File: src/rtl/round_robin_arbiter.sv
`default_nettype none
// ============================================================================
// Module      : round_robin_arbiter
// Description : Round-robin arbiter with one-hot registered grant, owner
//               release, request-drop exit and an optional hold timeout.
// Revision    : 1.0 - initial release
// ============================================================================
module round_robin_arbiter #(
    parameter int WIDTH   = 4,
    parameter int TIMEOUT = 16
) (
    input  logic                                    clk,
    input  logic                                    rst_n,
    input  logic [WIDTH-1:0]                        request,
    input  logic [WIDTH-1:0]                        release_req,
    output logic [WIDTH-1:0]                        grant,
    output logic                                    grant_valid,
    output logic [((WIDTH > 1) ? $clog2(WIDTH) : 1)-1:0] grant_encoded,
    output logic                                    timeout_err
);

    localparam int c_IDX_W = (WIDTH > 1) ? $clog2(WIDTH) : 1;
    localparam int c_CNT_W = (TIMEOUT > 1) ? $clog2(TIMEOUT) : 1;

    localparam logic [c_CNT_W-1:0] c_CNT_MAX = '1;
    localparam logic [c_CNT_W-1:0] c_LIMIT   = c_CNT_W'((TIMEOUT > 0) ? (TIMEOUT - 1) : 0);
    localparam logic [WIDTH-1:0]   c_ONE     = WIDTH'(1);
    localparam logic [c_IDX_W-1:0] c_LAST_RST = c_IDX_W'(WIDTH - 1);

    localparam logic [0:0] c_S_ARB  = 1'b0;
    localparam logic [0:0] c_S_HOLD = 1'b1;

    logic [0:0]         r_state;
    logic [WIDTH-1:0]   r_grant;
    logic [c_IDX_W-1:0] r_grant_encoded;
    logic               r_grant_valid;
    logic               r_timeout_err;
    logic [c_CNT_W-1:0] r_count;
    logic [c_IDX_W-1:0] r_last_idx;

    logic [WIDTH-1:0]   w_upper;
    logic [WIDTH-1:0]   w_masked;
    logic [WIDTH-1:0]   w_sel_src;
    logic [c_IDX_W-1:0] w_win_idx;
    logic [WIDTH-1:0]   w_win_onehot;
    logic               w_owner_rel;
    logic               w_owner_req;
    logic               w_timeout;

    // Positions strictly above the last winner get first pick.
    genvar g;
    generate
        for (g = 0; g < WIDTH; g++) begin : g_upper
            assign w_upper[g] = (r_last_idx < c_IDX_W'(g));
        end
    endgenerate

    always_comb begin
        w_masked  = request & w_upper;
        w_sel_src = (|w_masked) ? w_masked : request;
        w_win_idx = '0;
        for (int i = WIDTH - 1; i >= 0; i--) begin
            if (w_sel_src[i]) begin
                w_win_idx = c_IDX_W'(i);
            end
        end
    end

    assign w_win_onehot = c_ONE << w_win_idx;

    // Owner-only views; any non-owner bits are masked by the held grant.
    assign w_owner_rel = |(release_req & r_grant);
    assign w_owner_req = |(request & r_grant);
    assign w_timeout   = (TIMEOUT > 0) && (r_count == c_LIMIT);

    always_ff @(posedge clk or negedge rst_n) begin
        if (!rst_n) begin
            r_state         <= c_S_ARB;
            r_grant         <= '0;
            r_grant_encoded <= '0;
            r_grant_valid   <= 1'b0;
            r_timeout_err   <= 1'b0;
            r_count         <= '0;
            r_last_idx      <= c_LAST_RST;
        end else begin
            r_timeout_err <= 1'b0;
            case (r_state)
                c_S_ARB: begin
                    if (|request) begin
                        r_state         <= c_S_HOLD;
                        r_grant         <= w_win_onehot;
                        r_grant_encoded <= w_win_idx;
                        r_grant_valid   <= 1'b1;
                        r_last_idx      <= w_win_idx;
                        r_count         <= '0;
                    end
                end
                c_S_HOLD: begin
                    if (w_owner_rel || !w_owner_req || w_timeout) begin
                        r_state         <= c_S_ARB;
                        r_grant         <= '0;
                        r_grant_encoded <= '0;
                        r_grant_valid   <= 1'b0;
                        // A release in the limit cycle wins over the timeout.
                        r_timeout_err   <= w_timeout && !w_owner_rel;
                    end else if (r_count != c_CNT_MAX) begin
                        r_count <= r_count + 1'b1;
                    end
                end
                default: begin
                    r_state         <= c_S_ARB;
                    r_grant         <= '0;
                    r_grant_encoded <= '0;
                    r_grant_valid   <= 1'b0;
                end
            endcase
        end
    end

    assign grant         = r_grant;
    assign grant_valid   = r_grant_valid;
    assign grant_encoded = r_grant_encoded;
    assign timeout_err   = r_timeout_err;

endmodule
`default_nettype wire

File: config.mk
export PLATFORM = sky130hd
export DESIGN_NAME = round_robin_arbiter
export DESIGN_NICKNAME = d
export VERILOG_FILES = /design/src/rtl/round_robin_arbiter.sv
export SDC_FILE = /design/constraint.sdc
export NUM_CORES = 1
export LEC_CHECK = 0
export BUFFER_PORTS_ARGS = -buffer_cell sky130_fd_sc_hd__buf_2
export CELL_PAD_IN_SITES_DETAIL_PLACEMENT = 2
export CELL_PAD_IN_SITES_GLOBAL_PLACEMENT = 2
export CORE_MARGIN = 4
export CORE_UTILIZATION = 33
export CTS_BUF_LIST = sky130_fd_sc_hd__clkbuf_4
export CTS_CLUSTER_SIZE = 28
export DETAILED_ROUTE_END_ITERATION = 10
export PLACE_DENSITY_LB_ADDON = 0.12
export SKIP_LAST_GASP = 1
export SYNTH_ARGS = -nofsm -noshare
export SYNTH_HDL_FRONTEND = slang
export SYNTH_SLANG_ARGS = --single-unit
File: constraint.sdc
create_clock -name clk -period 1.7 [get_ports clk]
set_input_delay 0.34 -clock clk [delete_from_list [all_inputs] [get_ports clk]]
set_output_delay 0.34 -clock clk [all_outputs]
set_load 0.01 [all_outputs]
==> results of run 1 <==
## worst paths after layout
check / to / cells after the start
min: grant[1] / 3
min in group asynchronous: grant[0] / 2
max: r_count[1] / 5
max in group asynchronous: r_last_idx[0] / 2
max reg2reg: r_count[1] / 5
min reg2reg: grant_encoded[0] / 1
## power by group through the flow
stage / clock network (mW) / registers [mW] / logic [mW]
6_report: 0.222 / 0.642 / 0.794
5_1_grt: 0.250 / 0.672 / 0.891
2_1_floorplan: 0 / 0.626 / 0.447
3_3_place_gp: 0 / 0.636 / 0.679
4_1_cts: 0.234 / 0.637 / 0.745
3_5_place_dp: 0 / 0.647 / 0.706
## layout by cell type, fill, tap and decap left out, types with 2 or more instances in the layout
cell type and instances:
a21oi_1 7, a22oi_1 2, and3_4 3, buf_2 17, buf_4 6, clkbuf_4 4, dfrtp_1 11, dfrtp_2 2
dfstp_2 2, inv_1 2, mux2i_1 3, nand2_1 9, nand2b_1 6, nand3_1 3, nor2_1 9, o21ai_0 7
o21ai_1 2
## logic make-up after synthesis
| group | after synthesis |
|---|---|
| simple gates | 38 |
| compound gates | 27 |
| flops | 15 |
| buf+inv | 5 |
| mux | 3 |
| fa+ha+maj | 1 |
## through the flow
step	cell area, um2	setup slack, ns	power (mW)
floorplan	839.6	0.09097	1.073
global placement	979.7	0.0001089	1.315
detailed placement	979.7	-0.02111	1.353
CTS	1032	0.006475	1.616
global route	1060	-0.07102	1.813
finish	1060	-0.005381	1.659
## critical path: stages (launching register included)
cell	delay [ns]
dfrtp_1	0.42
a222oi_1	0.35
and3_4	0.26
nand3_2	0.08
and3_4	0.19
a221o_2	0.30
## layer usage
metal  track usage, %  part of all wire (%)  up-vias
li1                 -                     -      377
met1            22.78                    46      402
met2            28.55                    48       19
met3            3.509                   5.3        2
met4            4.636                  0.58        0
met5                0                     0        -
## registers in the layout, indices dropped and copies added (netlist names)
signal / cells
r_state: 1
grant: 4
r_count: 4
r_last_idx: 2
grant_encoded: 2
grant_valid: 1
timeout_err: 1
## cell usage after synthesis (all sizes together)
cell type,n
a221o,1
o21ai,9
nand3,4
and4,1
dfstp,2
a211oi,2
a22oi,2
o32ai,1
o221a,1
or2,1
a222oi,1
nand4,1
a21oi,7
nor2,9
and3,4
and2,1
nor3,2
clkbuf,1
nand2,9
a31oi,1
nand2b,6
inv,2
mux2i,3
dfrtp,13
o221ai,1
a21o,1
ha,1
buf,2
## timing repair
item                                    4_1_cts  5_1_grt
pin swaps                                     0        4
endpoints found under the hold margin        13        0
resized for setup                             2        8
endpoints found under the setup margin        4        7
buffers inserted                              1        1
hold buffers                                  1        0
gates cloned                                  0        0
## layout make-up
cell class / count / area share, %
clock buffers: 4 / 2.834
inverters: 2 / 0.7084
multi-input cells: 69 / 42.74
flip-flops and latches: 15 / 35.89
well taps: 30 / 3.542
repair buffers: 25 / 14.29
==> metrics.cfg, run 1 <==
[status]
outcome=complete, but fails checks
violations=setup timing

[power]
seqPwrFrac_pct=38.7
peakVddDrop_uv=628.5
comb_power_share_pct=47.9
swShare_pct=40.68
intPower_mw=0.9840
p_leak_nw=0.5099
clkPwrFrac_pct=13.4
p_sw_mw=0.6747
power_density_nw_per_um2=1565

[final_layout]
final_net_count=127
syn_to_final_growth_pct=26.23
fillerInstances=271
multi_input_area_um2=452.9
num_antenna_cells=0
drive_gt1_share_pct=39.13
area.sequential_um2=380.4
utilization_pct=43.17
final_cells=145

[clocking]
cts_made_buffers=3
clock_sinks=15
cts_tree=built
insertion_delay_ns=0.28
htree_levels=1
clk_transition_reported_paths_ns=0.09
root_buffer=clkbuf_4
cts.path.max_buffers=2

[route]
drtIter0Drc=30
vias_per_cell=5.517
drt-pass1-iter-count=4
drc=0
wirelength_um=2574
vias=800
postRouteAntennaNets=0
wl_per_cell_um=17.75

[synth]
syn_avg_cell_area_um2=9.433
synth_nets=100
synth_compound_area_share_pct=21.46
yosys.area_share.simple_pct=25.19
synthAdderAreaFrac_pct=1.490
yosysTopAreaCell=dfrtp_1
synth_warnings=0
synth_top_family_by_area=simple AND/OR/NAND/NOR gates
synthMuxAreaShare_pct=3.577
yosysUniqueCellTypes=32
synth-seq-area-share_pct=45.01
synth_top_cell_area_share_pct=38.75
synth_seq_cells=15
yosys-top-cells-area=dfrtp_1, dfstp_2, o21ai_0
synth_xor_area_share_pct=0
syn_area_um2=839.6
synthCells=89

[worst_setup_path]
crit_type=reg2reg
timing.critical_path.from=grant[0]
cp.required_ns=1.87
cp_data_arrival_time_ns=1.87
rr_startpoint=grant[0]
path_max_fanout=4
critPathLaunchType=register
rrSetupSlack_ns=-0.005
cp-end-kind=register

[timing]
holdWs_ns=0.4121
post-route-period-util_pct=100.3
drv_slew=0
fin_worst_skew_ns=0.004124
rsz0062_at_grt=true
fmax_ghz=0.5864
fin_setup_tns_ns=-0.005381
hold_viol=0
slew_headroom_pct=75.63
tightest_slew_ns=0.3635
timing.final.crit_period_ns=1.705
worst_slack_ns=-0.005381
setup_viol=1

[placement]
place_congestion=0.7669
dp_cells=138
portBuffers=17
dp.final_hpwl_um=1934

[flow_run]
maxCapViolCount=0

[global_route]
grt_pass1_wl_um=4464
grt_max_degree=16
grt_remaining_overflow=0
grt_antenna_before_repair=0
grt_usage_pct=17.24
grt_pass1_vias=952

[floorplan]
rows=18
core_area_um2=2455
initial_core_util_pct=34.20
die_y_um=58.44
dieArea_um2=3415
die_w_um=58.44
io_pins=18

[worst_hold_path]
hp-start=request[1]
hp-class=in2reg

(Power assumes the default switching activity.)
==> run 2, diff against run 1 <==
--- a/config.mk
+++ b/config.mk
@@ -13,3 +13,3 @@
 export CTS_BUF_LIST = sky130_fd_sc_hd__clkbuf_4
-export CTS_CLUSTER_SIZE = 28
+export CTS_CLUSTER_SIZE = 16
 export DETAILED_ROUTE_END_ITERATION = 10
==> constraint.sdc (replaced) <==
create_clock -name clk -period 1.7 [get_ports clk]
set_input_delay 0.17 -clock clk [delete_from_list [all_inputs] [get_ports clk]]
set_output_delay 0.17 -clock clk [all_outputs]
set_load 0.01 [all_outputs]
==> metrics.cfg, run 2 (synthesis results as in run 1) <==
[timing]
tightest_slew_ns=0.3465  ; -0.01708 ns
holdWs_ns=0.2393  ; -0.1728 ns
post-route-period-util_pct=101.7  ; +1.3 points
slew_headroom_pct=76.90  ; +1.3 points
rsz0062_at_grt=true
hold_viol=0  ; unchanged
fmax_ghz=0.5786  ; -1.3%
setup_viol=1  ; unchanged
timing.final.crit_period_ns=1.728  ; +0.02283 ns
fin_worst_skew_ns=0.005090  ; +0.0009664 ns
worst_slack_ns=-0.02821  ; -0.02283 ns
fin_setup_tns_ns=-0.02821  ; -0.02283 ns
drv_slew=0  ; unchanged

[final_layout]
fillerInstances=274  ; +1.1%
final_cells=153  ; +5.5%
utilization_pct=46.79  ; +3.6 points
fin_area_um2=1149  ; +8.4%
syn_to_final_growth_pct=36.81
final_net_count=135  ; +6.3%
drive_gt1_share_pct=46.34  ; +7.2 points
layout_commonest_cell=buf_2
layout_common_cells=buf_2, buf_4, dfrtp_1, nor2_1, nand2_1
num_antenna_cells=0  ; unchanged

[floorplan]
die_y_um=58.44  ; unchanged
die_w_um=58.44  ; unchanged
io_pins=18  ; unchanged
dieArea_um2=3415  ; unchanged
core_area_um2=2455  ; unchanged
rows=18  ; unchanged
initial_core_util_pct=34.20  ; unchanged

[clocking]
cts_tree=built
cts_made_buffers=3  ; unchanged
htree_levels=1  ; unchanged
clock_sinks=15  ; unchanged
clk_transition_reported_paths_ns=0.10  ; about the same
cts.path.max_buffers=2  ; unchanged
insertion_delay_ns=0.29  ; about the same
root_buffer=clkbuf_4

[global_route]
grt_pass1_wl_um=4340  ; -2.8%
grt_antenna_before_repair=0  ; unchanged
grt_remaining_overflow=0  ; unchanged
grt_pass1_vias=917  ; -3.7%
grt_max_degree=16  ; unchanged
grt_usage_pct=17.22  ; -0.024 points

[placement]
dp.final_hpwl_um=1965  ; +1.6%
portBuffers=17  ; unchanged
pre_cts_slack_ns=-0.02862  ; -0.007507 ns
place_area_um2=994.7  ; +1.5%
place_congestion=0.7612  ; -0.74%
dp_cells=140  ; +1.4%

[power]
clkPwrFrac_pct=12.2  ; -1.2 points
total_power_mw=1.881  ; +13%
p_leak_nw=0.5613  ; +10%
comb_power_share_pct=53.6  ; +5.7 points
power_density_nw_per_um2=1637  ; +4.6%
p_sw_mw=0.7785  ; +15%
peakVddDrop_uv=840.9  ; +34%
swShare_pct=41.40  ; +0.72 points
seqPwrFrac_pct=34.1  ; -4.6 points
intPower_mw=1.102  ; +12%

[worst_setup_path]
critPathLaunchType=register
cp_data_arrival_time_ns=1.91  ; +0.04 ns
crit_type=reg2reg
path_max_fanout=3  ; -1
cp-end-kind=register
cp.required_ns=1.88  ; about the same

[route]
wirelength_um=2824  ; +9.7%
postRouteAntennaNets=0  ; unchanged
drt-pass1-iter-count=4  ; unchanged
drc=0  ; unchanged
vias_per_cell=5.471  ; -0.85%
drtIter0Drc=23  ; -23%
vias=837  ; +4.6%
wl_per_cell_um=18.46  ; +4.0%

[status]
outcome=complete, but fails checks
violations=setup timing

[worst_hold_path]
hp-class=in2reg

[flow_run]
maxCapViolCount=0  ; unchanged

run 2: metal layers:
metal / track usage (%) / vias up / wire length [um]
li1: - / 391 / -
met5: 0 / - / 0
met4: 6.954 / 0 / 34
met1: 21.74 / 422 / 1303
met2: 28.55 / 20 / 1358
met3: 3.509 / 4 / 128
run 2: cell type report:
| cell class | instances | area (um2) | share of cell area (%) |
|---|---|---|---|
| Timing Repair Buffer | 33 | 207.7 | 18.08 |
| Inverter | 2 | 7.507 | 0.6536 |
| Sequential cell | 15 | 379.1 | 33.01 |
| Multi-Input combinational cell | 69 | 486.7 | 42.37 |
| Clock buffer | 4 | 30.03 | 2.614 |
| Tap cell | 30 | 37.54 | 3.268 |
run 2: path summary, 6_finish.rpt:
check,start,to,slack [ns],depth (start not counted)
setup / recovery,grant[0],r_count[1],-0.03,5
hold / removal,request[1],grant[1],0.24,3
setup reg to reg,grant[0],r_count[1],-0.03,5
hold reg to reg,grant_encoded[1],grant_encoded[1],0.52,2
max in group asynchronous,rst_n,r_last_idx[1],1.08,2
min in group asynchronous,rst_n,r_count[2],0.31,2
run 2: timing repair:
item / CTS / global route
setup endpoints to repair: 6 / 7
gates resized for setup: 3 / 12
setup buffers: 2 / 6
hold buffers: 1 / 0
pin swaps: 1 / 6
endpoints found under the hold margin: 13 / 0
run 2: power groups by stage:
stage | combinational [mW] | sequential (mW) | clock, mW
final | 1.01 | 0.642 | 0.230
after floorplan | 0.447 | 0.626 | 0
after CTS | 0.802 | 0.632 | 0.232
after global routing | 1.11 | 0.661 | 0.252
after global placement | 0.702 | 0.623 | 0
after detailed placement | 0.737 | 0.639 | 0
run 2: critical path, cell delays in order, from the launching register on:
cell and delay, ns:
dfrtp_1 0.42, a222oi_1 0.35, and3_4 0.28, nand3_4 0.07
and3_4 0.19, a221o_2 0.31
==> run 3, diff against run 2 <==
Settings changed: CORE_MARGIN 4 to 5.
==> metrics.cfg, run 3 (synthesis results as in run 1) <==
[placement]
place_congestion=0.7747  ; +1.8%
place_area_um2=987.2  ; -0.75%
dp.final_hpwl_um=1976  ; +0.56%
dp_cells=139  ; -0.71%
portBuffers=17  ; unchanged

[timing]
slew_headroom_pct=66.39  ; -11 points
tightest_slew_ns=0.5014  ; +0.1550 ns
setup_viol=1  ; unchanged
rsz0062_at_grt=true
timing.final.crit_period_ns=1.716  ; -0.01235 ns
drv_slew=0  ; unchanged
post-route-period-util_pct=100.9  ; -0.73 points
fmax_ghz=0.5828  ; +0.72%
hold_viol=0  ; unchanged
fin_worst_skew_ns=0.007827  ; +0.002737 ns
worst_slack_ns=-0.01586  ; +0.01235 ns

[route]
drtIter0Drc=22  ; -4.3%
wirelength_um=2655  ; -6.0%
vias=805  ; -3.8%
drc=0  ; unchanged
postRouteAntennaNets=0  ; unchanged
drt-pass1-iter-count=4  ; unchanged
vias_per_cell=5.476  ; +0.10%
wl_per_cell_um=18.06  ; -2.1%

[final_layout]
layout_common_cells=buf_2, dfrtp_1, nor2_1, buf_4, nand2_1
fin_area_um2=1081  ; -5.9%
final_cells=147  ; -3.9%
fillerInstances=279  ; +1.8%
final_net_count=129  ; -4.4%
layout_commonest_cell=buf_2
drive_gt1_share_pct=40.17  ; -6.2 points
area.sequential_um2=377.9  ; -0.33%
syn_to_final_growth_pct=28.76
multi_input_area_um2=467.9  ; -3.9%
num_antenna_cells=0  ; unchanged

[floorplan]
die_w_um=60.44  ; +3.4%
core_area_um2=2455  ; unchanged
initial_core_util_pct=34.20  ; unchanged
die_y_um=60.44  ; +3.4%
io_pins=18  ; unchanged
rows=18  ; unchanged
dieArea_um2=3653  ; +7.0%

[clocking]
cts.path.max_buffers=2  ; unchanged
htree_levels=1  ; unchanged
clk_transition_reported_paths_ns=0.10  ; about the same
cts_made_buffers=3  ; unchanged
root_buffer=clkbuf_4
insertion_delay_ns=0.30  ; about the same
cts_tree=built
clock_sinks=15  ; unchanged

[worst_setup_path]
crit_type=reg2reg
critPathMostFrequentCell=and3_4
cp_num_buf_inv=0  ; unchanged
slowest_stage=dfrtp_1
cp_data_arrival_time_ns=1.90  ; about the same
path_max_fanout=3  ; unchanged
worstPathCellList=a222oi_1, and3_4, nand3_4, and3_4, a221o_2
cpLargestDelayFamily=compound AO/OA/AOI/OAI gates
cp.required_ns=1.89  ; about the same
critPathLaunchType=register
cp-end-kind=register
critPathMaxStageDelay_ns=0.39  ; -0.03 ns

[power]
total_power_mw=1.717  ; -8.7%
peakVddDrop_uv=655.5  ; -22%
power_density_nw_per_um2=1588  ; -3.0%
p_leak_nw=0.5234  ; -6.7%

[global_route]
grt_antenna_before_repair=0  ; unchanged
grt_usage_pct=16.76  ; -0.45 points
grt_remaining_overflow=0  ; unchanged
grt_pass1_vias=922  ; +0.55%
grt_max_degree=16  ; unchanged
grt_pass1_wl_um=4429  ; +2.1%

[worst_hold_path]
hp-class=in2reg

[flow_run]
maxCapViolCount=0  ; unchanged

[status]
outcome=complete, but fails checks
violations=setup timing

==> run 3: worst register-to-register path, cell delays in order, from the launching register on <==
cell      delay [ns]
dfrtp_1         0.39
a222oi_1        0.37
and3_4          0.27
nand3_4         0.08
and3_4          0.19
a221o_2         0.30
==> run 3: where the power goes <==
group,internal [mW],total [mW],switching (mW)
sequential,0.499,0.626,0.127
combinational,0.403,0.875,0.473
clock,0.0878,0.215,0.127
total,0.989,1.72,0.727
==> run 3: repair_timing <==
action,in CTS,in global routing
cloned,0,0
setup buffers,2,1
hold buffers,1,0
gates resized for setup,6,4
endpoints found under the setup margin,7,8
pin swaps,2,3
hold endpoints to repair,13,0
==> run 3: cell type report <==
| class | count | share of cell area, % |
|---|---|---|
| multi-input combinational | 69 | 43.29 |
| sequential | 15 | 34.95 |
| timing repair buffer | 27 | 15.05 |
| tap | 30 | 3.472 |
| clock buffer | 3 | 2.083 |
| inverter | 2 | 0.6944 |
| clock inverter | 1 | 0.4630 |
==> run 3: stage by stage <==
step	hold WS, ns	utilization (%)	setup WS (ns)	TNS (ns)
after global placement	0.09591	40.21	0.04561	0
after floorplan	-0.1256	-	0.09097	0
final	0.2127	44.04	-0.01586	-0.01586
after global routing	0.2533	44.04	-0.07607	-0.1132
after detailed placement	0.09580	40.21	-0.1099	-0.3124
after CTS	0.2183	43.43	-0.07014	-0.08738
==> run 3: metal layers <==
layer / up-vias / global-route usage, % / share of wire (%)
li1: 384 / - / -
met1: 397 / 21.52 / 46
met2: 19 / 27.62 / 47
met3: 5 / 3.404 / 5.4
met4: 0 / 6.811 / 1.7
met5: - / 0 / 0
==> run 3: path summary, 6_finish.rpt <==
path / startpoint / endpoint / slack, ns / cells past startpoint
worst max-delay path: grant[0] / r_count[1] / -0.02 / 5
worst min-delay path: request[1] / grant[1] / 0.21 / 3
worst max register to register: grant[0] / r_count[1] / -0.02 / 5
worst min register to register: grant_encoded[0] / grant_encoded[0] / 0.52 / 1
max in group asynchronous: rst_n / r_last_idx[0] / 1.09 / 2
min in group asynchronous: rst_n / r_count[1] / 0.30 / 2
